File: src/rtl/load_store_unit.sv
// Load/store unit: turns one CPU load/store into a single bus transaction.
// Aligned ops stall the pipeline, issue a registered bus command and finish
// with a one-cycle done pulse. Misaligned ops are flagged and never reach the bus.
//
// state | meaning
// IDLE  | waiting for op_valid; flags misaligned ops combinationally
// REQ   | bus_req held with a stable command; waiting for ack or timeout
// DONE  | one-cycle completion pulse; rdata/bus_err valid; op_valid ignored
module load_store_unit #(
    parameter int unsigned ACK_TIMEOUT = 16
) (
    input  logic        clk,
    input  logic        rst_n,
    input  logic        op_valid,
    input  logic        op_we,
    input  logic [1:0]  op_size,
    input  logic        op_unsigned,
    input  logic [31:0] addr,
    input  logic [31:0] wdata,
    output logic        stall,
    output logic        done,
    output logic [31:0] rdata,
    output logic        misalign,
    output logic        bus_err,
    output logic        bus_req,
    output logic        bus_we,
    output logic [31:0] bus_addr,
    output logic [3:0]  bus_be,
    output logic [31:0] bus_wdata,
    input  logic        bus_ack,
    input  logic [31:0] bus_rdata
);

    typedef enum logic [1:0] {
        IDLE = 2'd0,
        REQ  = 2'd1,
        DONE = 2'd2
    } state_t;

    // Counter compares against the last allowed no-ack cycle, so the
    // timeout fires on the ACK_TIMEOUT-th REQ cycle without ack.
    localparam logic [7:0] CNT_LAST = 8'(ACK_TIMEOUT - 1);

    state_t      state;
    state_t      state_nxt;
    logic [7:0]  wait_cnt;
    logic        accept;
    logic        is_misaligned;
    logic        timeout_hit;
    logic [3:0]  be_nxt;
    logic [31:0] wdata_nxt;
    logic [1:0]  lat_lane;
    logic [1:0]  lat_size;
    logic        lat_unsigned;
    logic [31:0] lane_data;
    logic [31:0] load_ext;

    // Alignment check and command formatting from the CPU-side inputs
    always_comb begin
        is_misaligned = (op_size == 2'b11)
                      || ((op_size == 2'b01) && addr[0])
                      || ((op_size == 2'b10) && (addr[1:0] != 2'b00));
        be_nxt    = 4'b1111;
        wdata_nxt = wdata;
        case (op_size)
            2'b00: begin
                be_nxt    = 4'b0001 << addr[1:0];
                wdata_nxt = {4{wdata[7:0]}};
            end
            2'b01: begin
                be_nxt    = 4'b0011 << addr[1:0];
                wdata_nxt = {2{wdata[15:0]}};
            end
            default: begin
                be_nxt    = 4'b1111;
                wdata_nxt = wdata;
            end
        endcase
    end

    // Little-endian lane extraction and sign/zero extension of load data
    always_comb begin
        lane_data = bus_rdata >> {lat_lane, 3'b000};
        load_ext  = bus_rdata;
        case (lat_size)
            2'b00:   load_ext = {{24{~lat_unsigned & lane_data[7]}}, lane_data[7:0]};
            2'b01:   load_ext = {{16{~lat_unsigned & lane_data[15]}}, lane_data[15:0]};
            default: load_ext = bus_rdata;
        endcase
    end

    // Next-state and combinational handshake outputs
    always_comb begin
        state_nxt   = state;
        stall       = 1'b0;
        misalign    = 1'b0;
        bus_req     = 1'b0;
        done        = 1'b0;
        accept      = 1'b0;
        timeout_hit = (wait_cnt == CNT_LAST);
        case (state)
            IDLE: begin
                if (op_valid) begin
                    if (is_misaligned) begin
                        misalign = 1'b1;
                    end else begin
                        stall     = 1'b1;
                        accept    = 1'b1;
                        state_nxt = REQ;
                    end
                end
            end
            REQ: begin
                bus_req = 1'b1;
                stall   = 1'b1;
                if (bus_ack || timeout_hit) begin
                    state_nxt = DONE;
                end
            end
            DONE: begin
                done      = 1'b1;
                state_nxt = IDLE;
            end
            default: begin
                state_nxt = IDLE;
            end
        endcase
        // Pipeline must not see stall/misalign while the unit is held in reset.
        if (!rst_n) begin
            stall    = 1'b0;
            misalign = 1'b0;
            accept   = 1'b0;
        end
    end

    // State register
    always_ff @(posedge clk) begin
        if (!rst_n) begin
            state <= IDLE;
        end else begin
            state <= state_nxt;
        end
    end

    // Command latch, wait counter and response capture
    always_ff @(posedge clk) begin
        if (!rst_n) begin
            bus_we       <= 1'b0;
            bus_addr     <= '0;
            bus_be       <= '0;
            bus_wdata    <= '0;
            rdata        <= '0;
            bus_err      <= 1'b0;
            wait_cnt     <= '0;
            lat_lane     <= '0;
            lat_size     <= '0;
            lat_unsigned <= 1'b0;
        end else begin
            if (accept) begin
                bus_we       <= op_we;
                bus_addr     <= {addr[31:2], 2'b00};
                bus_be       <= be_nxt;
                bus_wdata    <= wdata_nxt;
                lat_lane     <= addr[1:0];
                lat_size     <= op_size;
                lat_unsigned <= op_unsigned;
                wait_cnt     <= '0;
            end else if (state == REQ) begin
                if (bus_ack) begin
                    rdata   <= bus_we ? 32'd0 : load_ext;
                    bus_err <= 1'b0;
                end else if (timeout_hit) begin
                    rdata   <= 32'd0;
                    bus_err <= 1'b1;
                end else begin
                    wait_cnt <= wait_cnt + 8'd1;
                end
            end
        end
    end

endmodule
File: config.mk
export PLATFORM = sky130hd
export DESIGN_NAME = load_store_unit
export DESIGN_NICKNAME = d
export VERILOG_FILES = /design/src/rtl/load_store_unit.sv
export SDC_FILE = /design/constraint.sdc
export NUM_CORES = 1
export LEC_CHECK = 0
export ABC_AREA = 1
export CAP_MARGIN = 20
export CORE_ASPECT_RATIO = 1.75
export CORE_UTILIZATION = 39
export DETAILED_ROUTE_END_ITERATION = 8
export GPL_TIMING_DRIVEN = 0
export PLACE_DENSITY = 0.86
export SETUP_SLACK_MARGIN = 0.1
export SLEW_MARGIN = 10
export SYNTH_ARGS = -nofsm -noshare
export SYNTH_HDL_FRONTEND = slang
export SYNTH_SLANG_ARGS = --single-unit
File: constraint.sdc
create_clock -name clk -period 1.5 [get_ports clk]
set_input_delay 0.3 -clock clk [delete_from_list [all_inputs] [get_ports clk]]
set_output_delay 0.3 -clock clk [all_outputs]
set_load 0.02 [all_outputs]
# Yosys cells after proc, flatten, opt, wreduce, memory -nomap -nowiden
# Cells that the tools add are included.
# W data, S select, Z words.
# op_classes
n_addsub,1
n_mul,0
div_mod_pow,0
n_lt_le_gt_ge,0
eq_ne,10
shift,3
mux,24
bitwise_logic,7
n_reduce_logical,14
# ops
operator,count
$pmux W32 S2,2
$mux W32,3
$shr A32 B5 Y16,1
$mux W1,13
$reduce_and A3 Y1,3
$add A8 B1 Y8 const B,1
$eq A8 B4 Y1 const B,1
$pmux W4 S2,1
$eq A2 B1 Y1 const B,3
$eq A2 B2 Y1 const B,3
$logic_not A2 Y1,3
$mux W2,3
$ne A2 B2 Y1 const B,3
$not A1 Y1,5
$pmux W2 S2,1
$reduce_bool A2 Y1,2
$shl A1 B2 Y4 const A,1
$shl A2 B2 Y4 const A,1
$logic_or A1 B1 Y1,3
$and A1 B1 Y1,2
$logic_and A1 B1 Y1,2
$pmux W1 S2,1
$reduce_or A2 Y1,1
# totals
ff_bits,115
latchBits,0
mem_bits_rw,0
romBits,0
inputBits,104
word_cells,70
memories,0

# Logic depth before layout (Yosys ltp)
# Gate-level depths: netlist (run 1).
# depth
word_depth,10
mapped_depth,12
depth_no_buf,10

# Least setup slack after synthesis (run 1)
# Ideal clock, no wire load.
# synth_path
path_type,input to output
from,input rst_n
to,output misalign
arrival_time_ps,1287
t_required_ps,1200
setup_slack_ps,-87
path_stages,3
n_path_buf,1
path_cell_list,inv_1 > clkbuf_1 > nor4_1
# synth_between
elab_chain_cells,1
# synth_lines
item,line_no,source
from (decl),13,"input logic rst_n,"
$mux W1,129,if (!rst_n) begin
to (decl),23,"output logic misalign,"
# No other way between the ends.

# Worst setup path after layout (run 1)
# layout_path
from,register state[0]
to,output stall
# layout_between
elab_chain_cells,3
# layout_lines
item,line_no,source
from (decl),44,state_t state;
from (signal assigned),141,state <= state_nxt;
$eq A2 B1 Y1 or $logic_not A2 Y1 (tied branches),101,case (state)
$pmux W1 S2 *,101,
$mux W1 *,129,
to (decl),20,"output logic stall,"
# Every way passes the cells marked *; elsewhere a longest branch is shown, timed or not.

==> flow_metrics.py, run 1 <==
metrics = {
    "final_layout": {
        "final_common_cell": "nand2_1",
        "antennaDiodeCount": 0,
        "final_nets": 1133,
        "final_cell_area_um2": 9380,
        "syn_to_final_growth_pct": 80.2,
        "final_layout_size_suffix_gt1_frac": 0.318,
        "n_fill_cell": 870,
        "final_cell_mix": "nand2_1, dfxtp_1, clkdlybuf4s50_1",
        "fin_cells": 1209,
    },
    "die": {
        "dieArea_um2": 13800,
        "pin_count": 210,
        "die_y_um": 155,
        "die_w_um": 89.4,
        "rows": 55,
        "initial_core_util": 0.400,
        "design.core.area_um2": 13000,
    },
    "timing": {
        "clock.fmax_mhz": 595,
        "clock_skew_ns": 0.0112,
        "slew_violations": 0,
        "fin_crit_sh": 1.12,
        "setup_viol": 46,
        "fin_ws_ns": -0.180,
        "period_minus_slack_ns": 1.68,
        "rsz0062_at_grt": "yes",
        "relSlewSlack": 0.465,
        "hold_viol_final": 0,
        "final.setup.tns_ns": -1.65,
        "tightest_slew_ns": 0.803,
    },
    "setup_path": {
        "end_kind": "primary output",
        "r2r_start": "wait_cnt[4]$_SDFFE_PP0P_",
        "cp.arrival_ns": 1.38,
        "reg2reg_slack_ns": -0.11,
        "cp-start-kind": "register",
        "reg2reg_depth": 10,
        "worst_path_largest_cell_delay_ns": 0.34,
        "crit_required_ns": 1.20,
        "path_max_fanout": 3,
        "cp_common_cell": "buf_6",
        "crit_chain": "nor2_4 > buf_6 > nand3_4 > a21oi_2 > buf_6",
        "timing_worst_setup_path_type": "register to primary output",
        "cpLargestDelayFamily": "flip-flops",
        "cp.buffers_inverters": 2,
        "critPathLaunch": "state[0]$_SDFFE_PN0P_",
        "slowest_stage": "dfxtp_2",
        "r2r_end": "wait_cnt[2]$_SDFFE_PP0P_",
    },
    "yosys": {
        "synth_seq_cells": 115,
        "synth-compound-area-share": 0.154,
        "syn_avg_cell_area_um2": 7.01,
        "synthAdderAreaFrac": 0.00240,
        "yosys_warnings": 0,
        "synth_top_family_by_area": "simple AND/OR/NAND/NOR gates",
        "synthesis.area_um2": 5210,
        "synth.area.mux_share": 0,
        "syn_inst": 743,
        "synth_cell_types": 33,
        "synth_xor_area_frac": 0.00168,
        "ys_seq_area_frac": 0.442,
        "synth-simple-area-share": 0.314,
    },
    "worst_hold_path": {
        "worstHoldStart": "addr[0]",
        "min_to": "lat_lane[0]$_SDFFE_PN0P_",
        "min_path_type": "input pin to register",
        "worstHoldPathCells": 3,
    },
    "power": {
        "p_total_mw": 9.35,
        "pwr-share-clk": 0.427,
        "p_int_mw": 6.68,
        "switching_power_mw": 2.67,
        "switching_share": 0.285,
        "powerDensity_nw_per_um2": 997,
        "comb_power_share": 0.219,
        "irDropWorstVdd_mv": 0.841,
        "pwr-share-seq": 0.354,
        "p_leak_nw": 4.07,
    },
    "grt": {
        "gr-usage-all-layers": 0.283,
        "grt_max_degree": 17,
        "grt_pass1_vias": 6216,
        "grt-ovfl-total": 0,
        "grt_pass1_wl_mm": 29.8,
        "antenna_found_initial": 0,
    },
    "placed_design": {
        "dpl_cell_area_um2": 7520,
        "pre_cts_slack_ns": -1.17,
        "dp_cells": 1122,
        "io_buffers": 207,
        "dp.final_hpwl_mm": 13.3,
        "gp_congestion": 0.969,
    },
    "clocking": {
        "htreeDepth": 4,
        "clockBufferDepth": 2,
        "cts_tree": "yes",
        "clkTransAtPathRegs_ns": 0.06,
        "insertion_delay_ns": 0.41,
        "cts.sinks": 115,
        "cts_buffers": 17,
        "cts_root_buf": "clkbuf_16",
        "ctsHoldBuffers": 0,
    },
    "drt": {
        "via_per_inst": 5.40,
        "dr.pass1.iters": 8,
        "drtIter0Drc": 470,
        "ant_nets": 0,
        "vias": 6528,
        "wl_per_cell_um": 18.0,
        "drt_wl_total_mm": 21.8,
        "drc": 0,
    },
    "status": {
        "status": "finished with violations",
        "violations": "setup timing",
    },
    "flow_run": {
        "drv_cap": 0,
    },
}
-- repair_timing --
action,in CTS,in global routing
gates cloned,9,5
setup buffers,31,16
pin swaps,64,65
resized for setup,319,188
endpoints found under the hold margin,0,0
endpoints found under the setup margin,219,188
-- worst max-delay path by stage --
stage,endpoint,slack (ns),depth (start not counted)
finish,stall,-0.18,5
global route,rdata[4]$_SDFFE_PN0P_,-0.40,8
CTS,stall,-0.17,5
detailed placement,misalign,-1.17,5
global placement,misalign,-1.14,5
floorplan,rdata[6]$_SDFFE_PN0P_,0.10,7
-- per-stage QoR --
step / utilization / hold WS (ns)
after global routing: 0.721 / 0.350
after detailed placement: 0.579 / 0.432
after global placement: 0.579 / 0.426
after floorplan: - / 0.390
final: 0.721 / 0.366
after CTS: 0.683 / 0.322
-- cells in the mapped netlist --
master | count | area (um2)
nor2_2 | 1 | 6.26
o211ai_1 | 9 | 67.6
o22ai_1 | 11 | 68.8
a21oi_1 | 59 | 295
o21ai_0 | 54 | 270
nor2_1 | 51 | 191
clkinv_1 | 2 | 7.51
nor4_1 | 1 | 6.26
o21ai_1 | 13 | 65.1
nor2_4 | 3 | 33.8
nand3_2 | 11 | 110
o21ai_2 | 1 | 8.76
nand2_1 | 275 | 1030
buf_2 | 11 | 55.1
nor3_1 | 3 | 15.0
clkbuf_1 | 14 | 52.6
inv_2 | 8 | 30.0
nand2_2 | 4 | 25.0
buf_4 | 5 | 37.5
conb_1 | 1 | 3.75
inv_1 | 45 | 169
a31oi_1 | 1 | 6.26
dfxtp_1 | 115 | 2300
or2_0 | 1 | 6.26
nor3_4 | 2 | 32.5
nand3_1 | 27 | 135
xor2_1 | 1 | 8.76
buf_8 | 1 | 15.0
a21oi_2 | 2 | 17.5
buf_6 | 7 | 78.8
ha_1 | 1 | 12.5
nand4_1 | 1 | 6.26
nand3_4 | 2 | 35.0
-- worst register-to-register path, delay by kind of cell (launching register included) --
kind | cells | cell delay [ns]
simple gates | 5 | 0.45
buf+inv | 3 | 0.38
compound gates | 2 | 0.34
flops | 1 | 0.35
-- state kept, by name, summed over array words and instances, names as in the netlist, 2 cells and up --
register	flops
state	2
lat_lane	2
bus_wdata	32
bus_be	4
lat_size	2
bus_addr	30
rdata	32
wait_cnt	8
-- power by group through the flow --
stage / logic, mW / clock network [mW] / registers [mW]
after floorplan: 0.630 / 0 / 3.53
after global placement: 1.58 / 0 / 3.36
after CTS: 1.82 / 4.00 / 3.30
after detailed placement: 1.60 / 0 / 3.36
final: 2.05 / 3.99 / 3.31
after global routing: 2.17 / 4.18 / 3.32
-- logic make-up (layout without fill, tap and decap cells) --
family                   count (synthesis)  count (layout)
AO/OA/AOI/OAI                          150             150
buffers and inverters                   93             385
other                                    1               2
XOR/XNOR                                 1               1
AND/OR/NAND/NOR                        382             384
adder cells (fa/ha/maj)                  1               1
flip-flops                             115             115
-- layer usage --
metal	GRT usage	wire [um]	vias to the layer above
li1	-	-	2966
met1	0.276	6920	2993
met2	0.512	11500	442
met3	0.0790	1810	127
met4	0.170	1590	0
met5	0	0	-
-- area by class of cell --
type	instances	area (um2)	area share
plain buffers	38	410	0.0437
clock buffers	20	467	0.0497
clock inverters	9	108	0.0115
inverters	55	229	0.0244
multi-input cells	538	3040	0.324
flip-flops and latches	115	2320	0.247
well taps	171	214	0.0228
repair buffers	263	2590	0.276
Note: power is estimated with default switching activity, not from simulation.
==> run 2: changes to the inputs <==
--- a/config.mk
+++ b/config.mk
@@ -12,6 +12,7 @@
 export DETAILED_ROUTE_END_ITERATION = 8
 export GPL_TIMING_DRIVEN = 0
 export PLACE_DENSITY = 0.86
+export RECOVER_POWER = 50
 export SETUP_SLACK_MARGIN = 0.1
 export SLEW_MARGIN = 10
 export SYNTH_ARGS = -nofsm -noshare
==> run 2 against run 1 <==
The flow still finishes with violations (setup timing); routed wire length rose by 0.20%; sequential power hardly changed; utilization down 0.54 points; design area shrank 0.75%; highest routed layer unchanged; clock-buffer cell count stayed put; clock skew about the same; worst hold slack worse by 0.0040 ns; worst setup slack got worse by 0.0030 ns; via count barely moved; flip-flop and latch count did not move.
==> flow_metrics.py, run 2 (synthesis gave the netlist of run 1 again) <==
metrics = {
    "status": {
        "status": "finished with violations",
        "violations": "setup timing",
    },
    "final_layout": {
        "fin_cells": 1209,
        "final_common_cell": "nand2_1",
        "seq_area_um2": 2320,
        "final_layout_size_suffix_gt1_frac": 0.291,
        "final_cell_mix": "nand2_1, dfxtp_1, clkdlybuf4s50_1",
        "antennaDiodeCount": 0,
        "multi_input_area_um2": 3040,
        "n_fill_cell": 894,
        "final_nets": 1133,
        "syn_to_final_growth_pct": 78.8,
        "top_regs": "bus_wdata x32, rdata x32, bus_addr x30",
    },
    "die": {
        "design.core.area_um2": 13000,
        "pin_count": 210,
        "rows": 55,
        "die_w_um": 89.4,
        "initial_core_util": 0.400,
        "die_y_um": 155,
        "dieArea_um2": 13800,
    },
    "timing": {
        "rsz0062_at_grt": "yes",
        "relSlewSlack": 0.453,
        "slew_violations": 0,
        "fin_crit_sh": 1.12,
        "hold_slack_ns": 0.362,
        "fin_ws_ns": -0.183,
        "final.setup.tns_ns": -2.24,
        "period_minus_slack_ns": 1.68,
        "tightest_slew_ns": 0.820,
        "clock_skew_ns": 0.0116,
        "setup_viol": 48,
        "hold_viol_final": 0,
        "clock.fmax_mhz": 594,
    },
    "setup_path": {
        "path_max_fanout": 3,
        "reg2reg_slack_ns": -0.13,
        "cp.arrival_ns": 1.38,
        "r2r_start": "state[0]$_SDFFE_PN0P_",
        "crit_end": "stall",
        "cp-start-kind": "register",
        "crit_required_ns": 1.20,
        "critPathLaunch": "state[0]$_SDFFE_PN0P_",
        "reg2reg_depth": 7,
        "r2r_end": "bus_wdata[12]$_SDFFE_PN0P_",
        "end_kind": "primary output",
        "timing_worst_setup_path_type": "register to primary output",
    },
    "drt": {
        "wl_per_cell_um": 18.1,
        "drtIter0Drc": 452,
        "dr.pass1.iters": 8,
        "drc": 0,
        "via_per_inst": 5.40,
        "vias": 6527,
        "routed-wl-met2_mm": 11.4,
        "wl_met1_mm": 6.89,
        "ant_nets": 0,
        "drt_wl_total_mm": 21.8,
        "wl_met3_mm": 1.86,
        "highest_layer": "met4",
    },
    "power": {
        "powerDensity_nw_per_um2": 1000,
        "p_leak_nw": 3.96,
        "irDropWorstVdd_mv": 0.840,
    },
    "worst_hold_path": {
        "worstHoldStart": "addr[0]",
        "min_path_type": "input pin to register",
    },
    "grt": {
        "grt_max_degree": 17,
        "antenna_found_initial": 0,
        "grt-ovfl-total": 0,
        "grt_pass1_wl_mm": 29.8,
        "gr-usage-all-layers": 0.283,
        "grt_pass1_vias": 6216,
    },
    "clocking": {
        "htreeDepth": 4,
        "cts_buffers": 17,
        "insertion_delay_ns": 0.41,
        "ctsHoldBuffers": 0,
        "cts.sinks": 115,
        "cts_root_buf": "clkbuf_16",
        "clockBufferDepth": 2,
        "cts_tree": "yes",
        "clkTransAtPathRegs_ns": 0.06,
    },
    "placed_design": {
        "dp.final_hpwl_mm": 13.3,
        "dp_cells": 1122,
        "gp_congestion": 0.969,
        "pre_cts_slack_ns": -1.17,
        "io_buffers": 207,
    },
    "flow_run": {
        "drv_cap": 0,
    },
}
run 2: cell types whose count changed in the layout (fill, tap and decap cells not counted), sizes merged:
| cell | previous run | this run |
|---|---|---|
| clkbuf | 64 | 68 |
| buf | 79 | 76 |
| dlygate4sd2 | 20 | 31 |
| clkdlybuf4s25 | 0 | 26 |
| clkdlybuf4s15 | 60 | 22 |
run 2: through the flow:
step / area, um2 / power [mW] / utilization
3_5_place_dp: 7520 / 4.96 / 0.579
4_1_cts: 8880 / 9.12 / 0.683
5_1_grt: 9310 / 9.65 / 0.716
6_report: 9310 / 9.33 / 0.716
2_1_floorplan: 5240 / 4.16 / -
3_3_place_gp: 7520 / 4.94 / 0.579
run 2: cell type report:
class                      count  area share
multi-input combinational    538       0.326
timing repair buffer         263       0.272
buffer                        38      0.0438
inverter                      55      0.0246
sequential                   115       0.249
clock buffer                  20      0.0501
clock inverter                 9      0.0116
tap                          171      0.0230
run 2: worst max-delay path: stages, from the launching register on:
cell,delay [ns]
dfxtp_2,0.34
nor2_4,0.14
buf_6,0.12
nand3_4,0.07
a21oi_2,0.16
buf_6,0.14
run 2: worst min path at each step:
| stage | endpoint | depth (start not counted) |
|---|---|---|
| 3_3_place_gp | bus_addr[29]$_SDFFE_PN0P_ | 2 |
| 2_1_floorplan | bus_err$_SDFFE_PN0P_ | 1 |
| 5_1_grt | lat_lane[0]$_SDFFE_PN0P_ | 3 |
| 4_1_cts | lat_size[0]$_SDFFE_PN0P_ | 3 |
| 6_report | lat_lane[0]$_SDFFE_PN0P_ | 3 |
| 3_5_place_dp | bus_wdata[6]$_SDFFE_PN0P_ | 2 |
run 2: timing repair:
item,in CTS,in global routing
gates cloned,9,5
gates resized for setup,319,188
setup endpoints to repair,219,188
endpoints found under the hold margin,0,0
pin swaps,64,65
setup buffers,31,16
run 2: report_power, final:
group	internal (mW)	switching (mW)
logic	0.914	1.12
registers	3.21	0.0960
clock network	2.54	1.45
run 2: layer usage:
metal,vias up,track usage
met5,-,0
met4,0,0.170
met3,135,0.0790
met2,457,0.512
met1,2970,0.276
li1,2965,-
